$ cat config.mk
export PLATFORM = sky130hd
export DESIGN_NAME = system_ctrl
export DESIGN_NICKNAME = d
export VERILOG_FILES = /design/src/rtl/system_ctrl_pkg.sv /design/src/rtl/system_ctrl_sync_falling_edge.sv /design/src/rtl/system_ctrl.sv
export SDC_FILE = /design/constraint.sdc
export NUM_CORES = 1
export LEC_CHECK = 0
export CAP_MARGIN = 0
export CORE_AREA = 2 2 201 203
export DETAILED_ROUTE_END_ITERATION = 8
export DIE_AREA = 0 0 203 205
export GPL_ROUTABILITY_DRIVEN = 0
export GPL_TIMING_DRIVEN = 0
export PLACE_DENSITY = 0.59
export SLEW_MARGIN = 20
export SYNTH_ARGS = -nofsm -noshare
export SYNTH_HDL_FRONTEND = slang
export SYNTH_SLANG_ARGS = --single-unit
$ cat constraint.sdc
create_clock -name clk -period 5 [get_ports clk]
set_input_delay 1 -clock clk [delete_from_list [all_inputs] [get_ports clk]]
set_output_delay 1 -clock clk [all_outputs]
set_load 0.02 [all_outputs]
$ cat src/rtl/system_ctrl_pkg.sv
// Shared definitions for the system command block.
// Holds the default command/response codes and the controller state encoding.
package system_ctrl_pkg;

    localparam int DEF_CMD_GET_VERSION = 0;
    localparam int DEF_CMD_SYNC_TIME   = 1;
    localparam int DEF_CMD_GET_TIME    = 2;
    localparam int DEF_CMD_SHUTDOWN    = 3;
    localparam int DEF_CMD_CLEAR_FAULT = 4;

    localparam int DEF_RSP_GET_VERSION = 0;
    localparam int DEF_RSP_GET_TIME    = 1;
    localparam int DEF_RSP_SHUTDOWN    = 2;

    typedef enum logic [2:0] {
        ST_IDLE       = 3'd0,
        ST_VER        = 3'd1,
        ST_SYNC       = 3'd2,
        ST_TIME_HI    = 3'd3,
        ST_TIME_RSP   = 3'd4,
        ST_WAIT_GRANT = 3'd5,
        ST_SHUT_TIME  = 3'd6,
        ST_SHUT_RSP   = 3'd7
    } state_t;

endpackage

$ cat src/rtl/system_ctrl_sync_falling_edge.sv
// Synchroniser for an asynchronous pulse plus falling-edge detector.
// Ports:
//   clk     - system clock
//   rst     - synchronous active-high reset
//   i_async - asynchronous input
//   o_fall  - one-cycle pulse when the synchronised input goes 1 -> 0
module sync_falling_edge #(
    parameter int SYNC_STAGES = 2
) (
    input  logic clk,
    input  logic rst,
    input  logic i_async,
    output logic o_fall
);

    logic [SYNC_STAGES-1:0] r_sync;
    logic                   r_prev;

    always_ff @(posedge clk) begin
        if (rst) begin
            r_sync <= '0;
            r_prev <= 1'b0;
        end else begin
            r_sync <= {r_sync[SYNC_STAGES-2:0], i_async};
            r_prev <= r_sync[SYNC_STAGES-1];
        end
    end

    assign o_fall = r_prev & ~r_sync[SYNC_STAGES-1];

endmodule

$ cat src/rtl/system_ctrl.sv
// System command block: version query, time sync/query, fault aggregation with
// unsolicited shutdown report, explicit shutdown and fault clear.
// Ports:
//   clk, rst                      - clock, synchronous active-high reset
//   cmd, cmd_ready, cmd_done      - command code/valid in, completion pulse out
//   arg_data, arg_advance         - argument stream (one word per clock)
//   param_data, param_write       - response word stream
//   invol_req, invol_grant        - unsolicited report slot handshake
//   systime, time_in              - current time (32-bit low word / 64-bit)
//   time_out, time_out_en         - new time value and load strobe
//   timesync_latch_in             - asynchronous time-latch pulse
//   shutdown                      - sticky shutdown flag
//   fault_in                      - fault sources
module system_ctrl
    import system_ctrl_pkg::*;
#(
    parameter int                  CMD_BITS        = 8,
    parameter int                  CMD_GET_VERSION = DEF_CMD_GET_VERSION,
    parameter int                  CMD_SYNC_TIME   = DEF_CMD_SYNC_TIME,
    parameter int                  CMD_GET_TIME    = DEF_CMD_GET_TIME,
    parameter int                  CMD_SHUTDOWN    = DEF_CMD_SHUTDOWN,
    parameter int                  CMD_CLEAR_FAULT = DEF_CMD_CLEAR_FAULT,
    parameter int                  RSP_GET_VERSION = DEF_RSP_GET_VERSION,
    parameter int                  RSP_GET_TIME    = DEF_RSP_GET_TIME,
    parameter int                  RSP_SHUTDOWN    = DEF_RSP_SHUTDOWN,
    parameter int                  VERSION         = 2,
    parameter int                  NINFO           = 2,
    parameter logic [NINFO*32-1:0] INFO_WORDS      = '0,
    parameter int                  NFAULT          = 8,
    parameter int                  SYNC_STAGES     = 2
) (
    input  logic                clk,
    input  logic                rst,
    input  logic [31:0]         systime,
    input  logic [31:0]         arg_data,
    output logic                arg_advance,
    input  logic [CMD_BITS-1:0] cmd,
    input  logic                cmd_ready,
    output logic                cmd_done,
    output logic [31:0]         param_data,
    output logic                param_write,
    output logic                invol_req,
    input  logic                invol_grant,
    input  logic [63:0]         time_in,
    output logic [63:0]         time_out,
    output logic                time_out_en,
    input  logic                timesync_latch_in,
    output logic                shutdown,
    input  logic [NFAULT-1:0]   fault_in
);

    localparam int               IDX_W   = $clog2(NINFO + 1);
    localparam logic [IDX_W-1:0] IDX_ONE = IDX_W'(1);

    state_t             r_state, w_state_nxt;
    logic [IDX_W-1:0]   r_info_idx;
    logic [31:0]        r_arg_lo;
    logic [31:0]        r_time_hi;
    logic [63:0]        r_latched_time;
    logic [NFAULT-1:0]  r_fault_vec;
    logic               r_reported;

    logic               w_fall;
    logic               w_fault_pending;
    logic               w_is_ver, w_is_sync, w_is_time, w_is_shut, w_is_clr;

    logic [31:0]        w_param_data;
    logic               w_param_write, w_cmd_done, w_invol_req, w_time_out_en;
    logic [63:0]        w_time_out;
    logic               w_set_shut, w_clr_fault, w_set_rep;
    logic               w_cap_lo, w_cap_hi, w_idx_clr, w_idx_inc;

    assign arg_advance = 1'b1;

    sync_falling_edge #(
        .SYNC_STAGES (SYNC_STAGES)
    ) u_sync (
        .clk     (clk),
        .rst     (rst),
        .i_async (timesync_latch_in),
        .o_fall  (w_fall)
    );

    // A fault arriving this very cycle already wins over a simultaneous command.
    assign w_fault_pending = ((r_fault_vec | fault_in) != '0) && !r_reported && !shutdown;

    assign w_is_ver  = cmd_ready && (cmd == CMD_BITS'(CMD_GET_VERSION));
    assign w_is_sync = cmd_ready && (cmd == CMD_BITS'(CMD_SYNC_TIME));
    assign w_is_time = cmd_ready && (cmd == CMD_BITS'(CMD_GET_TIME));
    assign w_is_shut = cmd_ready && (cmd == CMD_BITS'(CMD_SHUTDOWN));
    assign w_is_clr  = cmd_ready && (cmd == CMD_BITS'(CMD_CLEAR_FAULT));

    // State register and registered outputs
    always_ff @(posedge clk) begin
        if (rst) begin
            r_state     <= ST_IDLE;
            cmd_done    <= 1'b0;
            param_data  <= '0;
            param_write <= 1'b0;
            invol_req   <= 1'b0;
            time_out    <= '0;
            time_out_en <= 1'b0;
        end else begin
            r_state     <= w_state_nxt;
            cmd_done    <= w_cmd_done;
            param_data  <= w_param_data;
            param_write <= w_param_write;
            invol_req   <= w_invol_req;
            time_out    <= w_time_out;
            time_out_en <= w_time_out_en;
        end
    end

    // Datapath and sticky status registers
    always_ff @(posedge clk) begin
        if (rst) begin
            r_info_idx     <= '0;
            r_arg_lo       <= '0;
            r_time_hi      <= '0;
            r_latched_time <= '0;
            r_fault_vec    <= '0;
            r_reported     <= 1'b0;
            shutdown       <= 1'b0;
        end else begin
            if (w_idx_clr)      r_info_idx <= '0;
            else if (w_idx_inc) r_info_idx <= r_info_idx + IDX_ONE;
            if (w_cap_lo)       r_arg_lo   <= arg_data;
            if (w_cap_hi)       r_time_hi  <= time_in[63:32];
            if (w_fall)         r_latched_time <= time_in;
            // A live fault survives the clear so it gets reported again.
            if (w_clr_fault) begin
                r_fault_vec <= fault_in;
                r_reported  <= 1'b0;
                shutdown    <= 1'b0;
            end else begin
                r_fault_vec <= r_fault_vec | fault_in;
                if (w_set_rep)  r_reported <= 1'b1;
                if (w_set_shut) shutdown   <= 1'b1;
            end
        end
    end

    // Next-state logic
    always_comb begin
        w_state_nxt = r_state;
        case (r_state)
            ST_IDLE: begin
                if (w_fault_pending) w_state_nxt = ST_WAIT_GRANT;
                else if (w_is_ver)   w_state_nxt = ST_VER;
                else if (w_is_sync)  w_state_nxt = ST_SYNC;
                else if (w_is_time)  w_state_nxt = ST_TIME_HI;
            end
            ST_VER:        if (int'(r_info_idx) >= NINFO) w_state_nxt = ST_IDLE;
            ST_SYNC:       w_state_nxt = ST_IDLE;
            ST_TIME_HI:    w_state_nxt = ST_TIME_RSP;
            ST_TIME_RSP:   w_state_nxt = ST_IDLE;
            ST_WAIT_GRANT: if (invol_grant) w_state_nxt = ST_SHUT_TIME;
            ST_SHUT_TIME:  w_state_nxt = ST_SHUT_RSP;
            ST_SHUT_RSP:   w_state_nxt = ST_IDLE;
            default:       w_state_nxt = ST_IDLE;
        endcase
    end

    // Output and datapath-control logic
    always_comb begin
        w_param_data  = '0;
        w_param_write = 1'b0;
        w_cmd_done    = 1'b0;
        w_invol_req   = 1'b0;
        w_time_out    = time_out;
        w_time_out_en = 1'b0;
        w_set_shut    = 1'b0;
        w_clr_fault   = 1'b0;
        w_set_rep     = 1'b0;
        w_cap_lo      = 1'b0;
        w_cap_hi      = 1'b0;
        w_idx_clr     = 1'b0;
        w_idx_inc     = 1'b0;
        case (r_state)
            ST_IDLE: begin
                if (w_fault_pending) begin
                    w_invol_req = 1'b1;
                end else if (w_is_ver) begin
                    w_param_data  = 32'(VERSION);
                    w_param_write = 1'b1;
                    w_idx_clr     = 1'b1;
                end else if (w_is_sync) begin
                    w_cap_lo = 1'b1;
                end else if (w_is_time) begin
                    w_param_data  = time_in[31:0];
                    w_param_write = 1'b1;
                    w_cap_hi      = 1'b1;
                end else if (w_is_shut) begin
                    w_set_shut = 1'b1;
                    w_cmd_done = 1'b1;
                end else if (w_is_clr) begin
                    w_clr_fault = 1'b1;
                    w_cmd_done  = 1'b1;
                end
            end
            ST_VER: begin
                if (int'(r_info_idx) < NINFO) begin
                    w_param_data  = INFO_WORDS[32*int'(r_info_idx) +: 32];
                    w_param_write = 1'b1;
                    w_idx_inc     = 1'b1;
                end else begin
                    w_param_data = 32'(RSP_GET_VERSION);
                    w_cmd_done   = 1'b1;
                end
            end
            ST_SYNC: begin
                // Latency of the synchroniser and edge detect is compensated here.
                w_time_out    = time_in - r_latched_time + {arg_data, r_arg_lo}
                              + 64'(SYNC_STAGES) + 64'd2;
                w_time_out_en = 1'b1;
                w_cmd_done    = 1'b1;
            end
            ST_TIME_HI: begin
                w_param_data  = r_time_hi;
                w_param_write = 1'b1;
            end
            ST_TIME_RSP: begin
                w_param_data = 32'(RSP_GET_TIME);
                w_cmd_done   = 1'b1;
            end
            ST_WAIT_GRANT: begin
                if (invol_grant) begin
                    w_param_data  = 32'(r_fault_vec);
                    w_param_write = 1'b1;
                end else begin
                    w_invol_req = 1'b1;
                end
            end
            ST_SHUT_TIME: begin
                w_param_data  = systime;
                w_param_write = 1'b1;
            end
            ST_SHUT_RSP: begin
                w_param_data = 32'(RSP_SHUTDOWN);
                w_cmd_done   = 1'b1;
                w_set_shut   = 1'b1;
                w_set_rep    = 1'b1;
            end
            default: ;
        endcase
    end

endmodule

Yosys cells after proc, flatten, opt, wreduce, memory -nomap -nowiden
Cells that the tools add are included.
Cells by class
  bitwise operators: 3
  reductions and logical operators: 17
  shifts and indexed selects: 1
  add/sub/neg operators: 5
  mux-type cells: 58
  magnitude comparators: 2
  equal/unequal tests: 14
Operator list (count)
  $pmux 32 s7: 1
  $mux 32: 5
  $add 64x2->64 const B: 2
  $add 64x64->64: 1
  $shiftx 64x8->32 const A: 1
  $sub 64x64->64: 1
  $mux 1: 39
  $mux 3: 6
  $pmux 3 s6: 1
  $eq 8x2->1 const B: 2
  $mux 8: 2
  $eq 3x3->1 const B: 4
  $eq 8x1->1 const B: 1
  $eq 8x3->1 const B: 1
  $logic_not 8->1: 1
  $or 8x8->8: 1
  $reduce_bool 8->1: 1
  $logic_and 1x1->1: 7
  $eq 3x2->1 const B: 2
  $reduce_or 2->1: 3
  $ne 5x5->1 const B: 1
  $ne 2x2->1 const B: 2
  $pmux 1 s2: 2
  $pmux 1 s4: 1
  other kinds (11): 12
Word-level totals
  logic and storage cells: 116
  flip-flop bits (word level): 246
  bits of input ports: 149

Longest topological paths before layout
Gate-level depths: netlist (run 1).
  depth in word-level cells: 10
  mapped depth: 16
  gate-level depth less buffers: 16

Cells and area by module
From an unflattened synthesis (run 1), not the netlist that was laid out.
Unflattened totals
  cells, all modules: 1727
  area, all modules: 14884.3 um^2
By module, submodules not included
  system_ctrl: cells an instance 1720, times used 1, area each 14796.7 um^2, sequential area each 4864.7 um^2
  sync_falling_edge: cells an instance 7, times used 1, area each 87.6 um^2, sequential area each 60.1 um^2

Worst setup path before layout (run 1)
Ideal clock, no wire load.
  path type: input-to-reg
  start point: input port time_in[1]
  end point: register time_out[57]
  stages on the path: 13
  setup slack: 0.532 ns
  data arrival time: 4.405 ns
  library setup time: 0.062 ns
  data required time: 4.938 ns
  path buffers: 0
  cells stage by stage: fa_1 -> fa_1 -> inv_1 -> fa_1 -> nand2b_1 -> a21o_1 -> a21oi_1 -> o21ai_1 -> a2111o_1 -> a211o_1 -> a2111o_1 -> a211oi_1 -> nand3b_1
Between the ends
  cells in the longest elaborated chain, start to end: 4
RTL lines
  start, declared: line system_ctrl.sv:44  | input logic [63:0] time_in,
  $sub 64x64->64: line system_ctrl.sv:213  | w_time_out = time_in - r_latched_time + {arg_data, r_arg_lo}
  $add 64x64->64: line system_ctrl.sv:213
  $add 64x2->64 (2 in series): line system_ctrl.sv:214  | + 64'(SYNC_STAGES) + 64'd2;
  end signal, assigned: line system_ctrl.sv:109  | time_out <= w_time_out;
  end, declared: line system_ctrl.sv:45  | output logic [63:0] time_out,
No other way between the ends.
A chain may end at the register's enable or synchronous reset.

Final worst setup path (run 1)
  start point: input port time_in[23]
  end point: register time_out[58]
Same word-level chain as after synthesis.

==> key figures, run 1 <==
Floorplanning
  • Site Rows: 73
  • Core ar.: 39370 µm²
  • Num ports: roughly 250
  • Initial Utilization: between 30 and 40%
  • Die Area: between 40000 and 50000 µm²
  • Die width: roughly 200 µm
  • Die Y: ~210 µm

Final layout
  • Commonest non-fill, non-tap cells in the layout: nand2_1, a21oi_1, clkdlybuf4s50_1, dfxtp_1, inv_1
  • Post-route insts no fill: 2704
  • Final Cell Area: 19380 µm²
  • Layout cells sized above 1: under 10%
  • Layout net count: 2498
  • Area Overhead vs Synth: 27.20%
  • Commonest non-fill, non-tap cell in the layout: nand2_1
  • Filler cells: 3880

Global route
  • Largest net degree at the start of global routing: 15
  • First-pass GRT wire length: roughly 85000 µm
  • Initial antenna violation count: 4
  • GRT Total Usage: a little over a quarter
  • Vias in the first global route: roughly 14000
  • Grt total ovfl: 0

Timing
  • Fmax: ~200 MHz
  • Worst Skew: 0.01618 ns
  • RSZ-0062 raised after global routing: true
  • Smallest setup slack after layout: 0.09007 ns
  • Slew @ Worst Pin: 1.186 ns
  • Fin. Hold Viols: 0
  • Min Hold Slack: 0.4471 ns
  • Slew Limit Fails: 0
  • Final Setup Violations: 0
  • Tcrit/Tclk final: 98.20%
  • Worst slew margin: 20.92%
  • Min Clock Period, post-route: ~4.9 ns

Clock tree
  • Total clock sinks: around 250
  • Worst skew pair latency: 0.58 ns
  • CTS tree: built
  • Clock buffer depth: 3
  • Root Driver: clkbuf_16
  • Max H-tree Level: 1
  • Inserted Clock Buffers: 29
  • Hold-fix buffers, CTS: 0
  • Clk slew on worst S/H paths: 0.06 ns

Placement
  • HPWL Detailed: 46890 µm
  • Place WS: -0.7790 ns
  • I/O Buffers: 249
  • Placed inst area: 18400 µm²
  • Placed cell count: 2652

Pwr
  • PD cells: 328.4 nW/µm²
  • Standby leakage power: 7.438 nW
  • Max VDD drop: 257.0 µV
  • Total Power: ~0.0064 W

Hold path
  • Hold Crit Class: reg2reg
  • Min-Delay Endpoint: time_out[9]$_SDFFE_PP0P_
  • Min-delay src: time_out[9]$_SDFFE_PP0P_
  • Hold path cells: 2

Yosys
  • Ys Warns: 0
  • Seq/Total Area, Yosys: 32.33%
  • Synth Cell Area: 15230 µm²
  • EDFF count, synth: 0
  • Syn nets: ~2200
  • Compound-gate portion of the synthesized area: 21.49%
  • Number of synthesized register bits: roughly 250
  • Syn Inst Count: 1877
  • Synth Area in Simple Gates: 18.61%
  • Yosys cell types: 86
  • Mux contribution to synthesized area: 0.1314%
  • Xor/xnor share of the synthesized area: 1.955%
  • Largest family of logic cells by synthesized area: compound AO/OA/AOI/OAI gates
  • Synth async-reset ratio: 0%
  • Dominant synthesized flop cell: dfxtp_1
  • Post-synthesis average cell area: 8.116 µm²
  • Adder-cell area share of the yosys netlist: 18.71%

Route
  • Vias: 14980
  • DR top layer: met5
  • DRT Pass-1 Iters: 9
  • Met2 wire len: roughly 27000 µm
  • Met3 routed WL: 4557 µm
  • WL final: 58230 µm
  • Detail Route Antenna Nets: 0
  • Vias per std cell: 5.541
  • DRC: 1
  • Mean routed wirelength per cell: 21.53 µm
  • Total routed wire length on the met1 layer: 24440 µm
  • Initial DRC Count: 1424

Setup path
  • RR Startpoint: r_arg_lo[1]$_SDFFE_PP0P_
  • Max FO, Critical Path: 6
  • R2r setup slk: between 0.7 and 0.8 ns
  • Crit Reg-Reg Endpoint: time_out[57]$_SDFFE_PP0P_
  • Worst reg-to-reg path cell count: 14
  • Critical path launch point type: input pin
  • Setup CP Type: in2reg
  • Critical Path End Type: register
  • Critical Path AT: roughly 5.4 ns
  • Critical Path RT: between 5 and 6 ns

Run status
  • Status: finished, violations left
  • Failing checks: DRC

Run
  • Maxcap violations: 0
==> flip-flops by register name (all words and copies together), names as in the netlist, 2 cells and up <==
signal,cells
param_data,32
r_arg_lo,32
r_fault_vec,8
r_info_idx,2
r_latched_time,64
r_state,3
r_time_hi,32
time_out,64
u_sync.r_sync,2
==> stage by stage <==
step	TNS [ns]	utilization, %
after global routing	-0.001987	49.22
after CTS	0	49.06
after floorplan	0	-
after detailed placement	-12.04	46.75
after global placement	-11.04	46.70
final	0	49.23
==> logic make-up (layout without fill, tap and decap cells) <==
family,count (synthesis),count (layout)
other,1,4
multiplexers,2,2
AND/OR/NAND/NOR,646,646
AO/OA/AOI/OAI,518,518
flip-flops,246,246
buffers and inverters,240,539
adder cells (fa/ha/maj),190,190
XOR/XNOR,34,34
==> cell usage after synthesis (all sizes together), types with 8 or more instances <==
master	count	area, µm²
nand2	401	1510
a21oi	269	1361
dfxtp	246	4925
inv	137	514.2
ha	127	1589
nor2	85	335.3
clkbuf	82	357.8
o21ai	67	335.3
fa	63	1261
a21o	35	265.3
a222oi	32	320.3
nand3	29	145.1
xnor2	22	192.7
o21bai	21	161.4
nand4	20	125.1
buf	18	110.1
nor3	18	90.09
and3	16	100.1
or3	13	82.58
o211ai	12	90.09
xor2	12	105.1
nor2b	11	68.82
nand2b	10	62.56
a211oi	9	67.56
nor4	9	62.56
a31oi	8	50.05
and2	8	51.31
nand3b	8	60.06
==> critical path, stage by stage <==
cell and delay [ns]:
clkdlybuf4s50_1 0.58, fa_1 0.59, ha_1 0.37, ha_1 0.42, nand2_2 0.12, or4_4 0.52, buf_6 0.16, a2111oi_4 0.34
o211ai_1 0.23, nand3_1 0.17, nand3_1 0.25, o2111a_1 0.33, a221o_1 0.27
==> where the power goes <==
group          internal, W  switching (W)  leakage [nW]
Sequential         0.00204      0.0000435          1.99
Combinational     0.000857        0.00133          5.00
Clock              0.00121       0.000890         0.448
==> worst max path at each step <==
stage / start / to / slack [ns] / cells after the start
6_report: time_in[23] / time_out[58]$_SDFFE_PP0P_ / 0.09 / 13
5_1_grt: time_in[1] / time_out[57]$_SDFFE_PP0P_ / -0.002 / 15
4_1_cts: time_in[1] / time_out[25]$_SDFFE_PP0P_ / 0.01 / 14
3_5_place_dp: time_in[1] / time_out[63]$_SDFFE_PP0P_ / -0.78 / 14
3_3_place_gp: time_in[1] / time_out[63]$_SDFFE_PP0P_ / -0.75 / 14
2_1_floorplan: time_in[1] / time_out[57]$_SDFFE_PP0P_ / 0.53 / 13
==> cell type report <==
cell class                 instances  area, µm²  area share, %
tap                              525      656.9          3.390
timing repair buffer             251       2507          12.94
clock buffer                      41      840.8          4.339
clock inverter                     7      66.31         0.3422
inverter                         138      518.0          2.673
multi-input combinational       1391       9346          48.23
sequential                       246       4925          25.41
antenna                            3      7.507        0.03874
buffer                           102      510.5          2.634
==> metal layers <==
metal	track usage [%]	vias up
met4	9.672	4
met5	0	-
met2	45.27	654
met1	35.63	7152
met3	3.977	111
li1	-	7061
==> repair_timing <==
item	in CTS	in global routing
endpoints found under the hold margin	0	0
setup buffers	0	1
setup endpoints to repair	3	18
gates resized for setup	1	10
pin swaps	0	3
(Power assumes the default switching activity.)
==> run 2: changes to the inputs <==
--- a/config.mk
+++ b/config.mk
@@ -6,9 +6,9 @@
 export NUM_CORES = 1
 export LEC_CHECK = 0
 export CAP_MARGIN = 0
-export CORE_AREA = 2 2 201 203
+export CORE_AREA = 2 2 184 222
 export DETAILED_ROUTE_END_ITERATION = 8
-export DIE_AREA = 0 0 203 205
+export DIE_AREA = 0 0 186 224
 export GPL_ROUTABILITY_DRIVEN = 0
 export GPL_TIMING_DRIVEN = 0
 export PLACE_DENSITY = 0.59
==> key figures, run 2 (synthesized netlist as in run 1, its figures left out) <==
Run status
  • Status: complete, no violations

Setup path
  • Max FO, Critical Path: 6
  • Critical Path AT: 5.31 ns
  • Critical Path End Type: register
  • Critical Path RT: 5.52 ns
  • Critical path launch point type: input pin
  • Setup CP Type: in2reg

Final layout
  • Commonest non-fill, non-tap cells in the layout: nand2_1, a21oi_1, clkdlybuf4s50_1, dfxtp_1, inv_1
  • Layout cells sized above 1: 4.642%
  • Biggest registers after layout: r_latched_time: 64 flops, time_out: 64 flops
  • Commonest non-fill, non-tap cell in the layout: nand2_1
  • Area Overhead vs Synth: 28.10%
  • Post-route insts no fill: about 2700
  • Layout net count: about 2500

Route
  • Initial DRC Count: 1213
  • Vias per std cell: 5.490
  • DRC: 0
  • Detail Route Antenna Nets: 0
  • DRT Pass-1 Iters: 6
  • Vias: 14880
  • WL final: 58080 µm
  • Mean routed wirelength per cell: between 20 and 25 µm

Clock tree
  • Clk slew on worst S/H paths: 0.06 ns
  • Total clock sinks: 246
  • Clock buffer depth: 3
  • Root Driver: clkbuf_16
  • Max H-tree Level: 1
  • Inserted Clock Buffers: 28
  • Worst skew pair latency: 0.59 ns
  • Hold-fix buffers, CTS: 0
  • CTS tree: built

Global route
  • Initial antenna violation count: 3
  • First-pass GRT wire length: about 85000 µm
  • Largest net degree at the start of global routing: 16
  • GRT Total Usage: 27.18%
  • Grt total ovfl: 0
  • Vias in the first global route: 14390

Timing
  • Slew Limit Fails: 0
  • Final Setup Violations: 0
  • RSZ-0062 raised after global routing: false
  • Smallest setup slack after layout: roughly 0.21 ns
  • Setup TNS: 0 ns
  • Worst Skew: about 0.014 ns
  • Tcrit/Tclk final: 95.81%
  • Min Clock Period, post-route: 4.790 ns
  • Slew @ Worst Pin: ~1.1 ns
  • Fin. Hold Viols: 0
  • Worst slew margin: 25.06%
  • Fmax: ~210 MHz

Placement
  • I/O Buffers: 249
  • Place WS: -0.9598 ns
  • HPWL Detailed: 47340 µm
  • Placed cell count: 2660

Floorplanning
  • Die Area: around 42000 µm²
  • Initial Utilization: 38.53%
  • Core ar.: roughly 40000 µm²
  • Num ports: 251
  • Die Y: 224 µm
  • Die width: 186 µm
  • Site Rows: 80

Hold path
  • Hold Crit Class: reg2reg

Pwr
  • Max VDD drop: roughly 260 µV
  • Standby leakage power: between 7 and 8 nW
  • Total Power: 0.006600 W
  • PD cells: 338.2 nW/µm²

Run
  • Maxcap violations: 0
[run 2: cell count changes in the layout (fill, tap and decap cells not counted), sizes merged, moves of 2 or more]
cell / change
bufinv: +5
clkbuf: -3
clkdlybuf4s50: -2
dlymetal6s2s: +2
[run 2: through the flow]
stage                     cell area [µm²]  hold WS (ns)  utilization, %
after detailed placement            18420        0.4283           46.59
after global placement              18390        0.4231           46.52
after floorplan                     15230        0.4138               -
after global routing                19520        0.4629           49.36
final                               19520        0.4379           49.36
after CTS                           19480        0.4424           49.27
[run 2: cell type report]
class	instances	area [µm²]
diodes	2	5.005
plain buffers	101	509.2
clock buffers	39	812.0
clock inverters	11	234.0
fillers	3909	20020
inverters	138	518.0
multi-input cells	1391	9336
flip-flops and latches	246	4925
well taps	533	666.9
repair buffers	250	2509
[run 2: worst max-delay path: stages]
cell and delay [ns]:
clkdlybuf4s50_1 0.56, fa_1 0.60, ha_1 0.37, ha_1 0.42, nand2_2 0.11, or4_4 0.52
buf_6 0.16, a2111oi_4 0.34, o211ai_1 0.23, nand3_1 0.16, nand3_1 0.22, a2111oi_0 0.45
a311o_1 0.17
[run 2: path summary, 6_finish.rpt]
check / startpoint / end / slack (ns) / depth (start not counted)
worst max-delay path: time_in[23] / time_out[54]$_SDFFE_PP0P_ / 0.21 / 13
worst max register to register: r_latched_time[1]$_SDFFE_PP0P_ / time_out[57]$_SDFFE_PP0P_ / 0.60 / 14
worst min-delay path: u_sync.r_sync[0]$_SDFF_PP0_ / u_sync.r_sync[1]$_SDFF_PP0_ / 0.44 / 1
worst min register to register: u_sync.r_sync[0]$_SDFF_PP0_ / u_sync.r_sync[1]$_SDFF_PP0_ / 0.44 / 1
[run 2: power breakdown]
group | internal [W] | switching (W)
Combinational | 0.000856 | 0.00130
Clock | 0.00144 | 0.000915
Sequential | 0.00204 | 0.0000413
[run 2: routing by layer]
layer	global-route usage (%)	up-vias	wire [µm]
met5	0	-	11
met4	12.93	2	2938
met3	3.528	113	3770
met2	46.43	583	28000
met1	33.65	7140	23370
li1	-	7045	-
[run 2: what timing repair did]
item,CTS,global route
resized for setup,3,7
pin swaps,2,2
endpoints found under the setup margin,6,12
buffers inserted,0,0
hold endpoints to repair,0,0
==> run 3: changes to the inputs <==
--- a/config.mk
+++ b/config.mk
@@ -7,6 +7,7 @@
 export LEC_CHECK = 0
 export CAP_MARGIN = 0
 export CORE_AREA = 2 2 184 222
+export CTS_BUF_LIST = sky130_fd_sc_hd__clkbuf_2 sky130_fd_sc_hd__clkbuf_4 sky130_fd_sc_hd__clkbuf_8
 export DETAILED_ROUTE_END_ITERATION = 8
 export DIE_AREA = 0 0 186 224
 export GPL_ROUTABILITY_DRIVEN = 0
==> key figures, run 3 (synthesized netlist as in run 1, its figures left out) <==
Final layout
  • Commonest non-fill, non-tap cells in the layout: nand2_1, a21oi_1, clkdlybuf4s50_1, dfxtp_1, inv_1
  • Layout net count: 2512
  • Commonest non-fill, non-tap cell in the layout: nand2_1
  • Fin util: 49.13%
  • Biggest registers after layout: r_latched_time: 64 flops, time_out: 64 flops
  • Final Cell Area: between 15000 and 20000 µm²
  • Layout cells sized above 1: under 10%
  • Filler cells: 3928
  • Area Overhead vs Synth: 27.50%

Setup path
  • Crit path top cell by count: ha_1
  • Worst reg-to-reg path cell count: 14
  • Critical Path AT: 5.21 ns
  • Critical path launch point type: input pin
  • Max FO, Critical Path: 7
  • Setup CP Type: in2reg
  • Cells along the critical path: clkdlybuf4s50_1 -> fa_1 -> ha_1 -> ha_1 -> a21oi_1 -> o21a_1 -> o21ai_0 -> a31oi_1 -> a211oi_4 -> nor4_1 -> or2_1 -> o221ai_1
  • CP max stage delay: 0.70 ns
  • Critical Path End Type: register
  • Critical Path RT: around 5.4 ns
  • Critical-path top delay cell: nor4_1

Floorplanning
  • Core ar.: 39540 µm²
  • Die Y: approximately 220 µm
  • Num ports: 251
  • Die width: 186 µm
  • Die Area: 41660 µm²
  • Site Rows: 80
  • Initial Utilization: 38.53%

Timing
  • Slew Limit Fails: 0
  • Worst Skew: about 0.011 ns
  • Fin. Hold Viols: 0
  • Final Setup Violations: 0
  • Slew @ Worst Pin: 1.164 ns
  • Fmax: between 200 and 250 MHz
  • Min Clock Period, post-route: 4.781 ns
  • RSZ-0062 raised after global routing: false
  • Tcrit/Tclk final: 95.62%
  • Worst slew margin: 22.38%

Route
  • DRT Pass-1 Iters: 6
  • Vias per std cell: 5.467
  • Vias: 14990
  • Detail Route Antenna Nets: 0
  • Initial DRC Count: 1190
  • WL final: just under 60000 µm
  • DRC: 0
  • Mean routed wirelength per cell: 21.28 µm

Clock tree
  • Root Driver: clkbuf_8
  • Max H-tree Level: 2
  • Total clock sinks: between 200 and 250
  • CTS tree: built
  • Clk slew on worst S/H paths: 0.06 ns
  • Worst skew pair latency: 0.61 ns
  • Clock buffer depth: 3
  • Hold-fix buffers, CTS: 0
  • Buffer count from post-CTS setup fixing: 0
  • Inserted Clock Buffers: 44

Placement
  • HPWL Detailed: 47340 µm
  • I/O Buffers: approximately 250
  • Placed inst area: 18420 µm²

Global route
  • Vias in the first global route: between 10000 and 15000
  • GRT Total Usage: 27.26%
  • Largest net degree at the start of global routing: 13
  • First-pass GRT wire length: 84700 µm
  • Grt total ovfl: 0
  • Initial antenna violation count: 3

Hold path
  • Hold path cells: 1
  • Hold Crit Class: reg2reg

Run status
  • Status: complete, no violations

Pwr
  • Standby leakage power: 7.522 nW
  • PD cells: ~330 nW/µm²
  • Max VDD drop: 203.5 µV

Run
  • Maxcap violations: 0
[run 3: per-layer routing]
layer | wire length (µm) | vias up | track usage, % | part of all wire, %
met4 | 3193 | 2 | 14.07 | 5.5
met2 | 27860 | 592 | 46.18 | 48
met1 | 23390 | 7168 | 33.22 | 40
li1 | - | 7093 | - | -
met5 | 11 | - | 0 | 0.019
met3 | 3867 | 130 | 4.146 | 6.6
[run 3: stage by stage]
stage / cells / total power (W) / hold WS, ns / setup slack, ns / setup TNS (ns)
final: 2741 / 0.006338 / 0.4367 / 0.2192 / 0
after global routing: 2741 / 0.006634 / 0.4631 / 0.005315 / 0
after CTS: 2739 / 0.006349 / 0.4426 / 0.02587 / 0
after detailed placement: 2660 / 0.004242 / 0.4283 / -0.9598 / -14.40
after global placement: 2659 / 0.004222 / 0.4231 / -0.9335 / -14.06
after floorplan: 1877 / 0.003479 / 0.4138 / 0.5323 / 0
[run 3: final timing paths]
check,start,endpoint,slack (ns)
min,u_sync.r_sync[0]$_SDFF_PP0_,u_sync.r_sync[1]$_SDFF_PP0_,0.44
max reg2reg,r_arg_lo[1]$_SDFFE_PP0P_,time_out[57]$_SDFFE_PP0P_,0.60
min reg2reg,u_sync.r_sync[0]$_SDFF_PP0_,u_sync.r_sync[1]$_SDFF_PP0_,0.44
max,time_in[20],time_out[59]$_SDFFE_PP0P_,0.22
[run 3: where the power goes]
group	internal, W	total, W	switching [W]
sequential	0.00204	0.00208	0.0000409
combinational	0.000854	0.00216	0.00130
clock	0.00118	0.00210	0.000917
total	0.00407	0.00634	0.00226
[run 3: what timing repair did]
| item | 4_1_cts | 5_1_grt |
|---|---|---|
| endpoints found under the setup margin | 5 | 13 |
| resized for setup | 2 | 5 |
| pin swaps | 2 | 2 |
| gates cloned | 0 | 0 |
[run 3: final cells by class]
cell class | instances | area [µm²] | area share [%]
Antenna cell | 2 | 5.005 | 0.02577
Buffer | 102 | 511.7 | 2.635
Clock buffer | 69 | 843.3 | 4.342
Clock inverter | 10 | 115.1 | 0.5926
Inverter | 138 | 518.0 | 2.667
Multi-Input combinational cell | 1391 | 9330 | 48.04
Sequential cell | 246 | 4925 | 25.35
Tap cell | 533 | 666.9 | 3.433
Timing Repair Buffer | 250 | 2509 | 12.92
[run 3: critical path, delay by kind of cell]
kind                       cells  cell delay (ns)
AOI/OAI and AO/OA              6             1.37
buffers and inverters          1             0.60
and+or+nand+nor                2             0.97
adders and majority gates      3             1.26
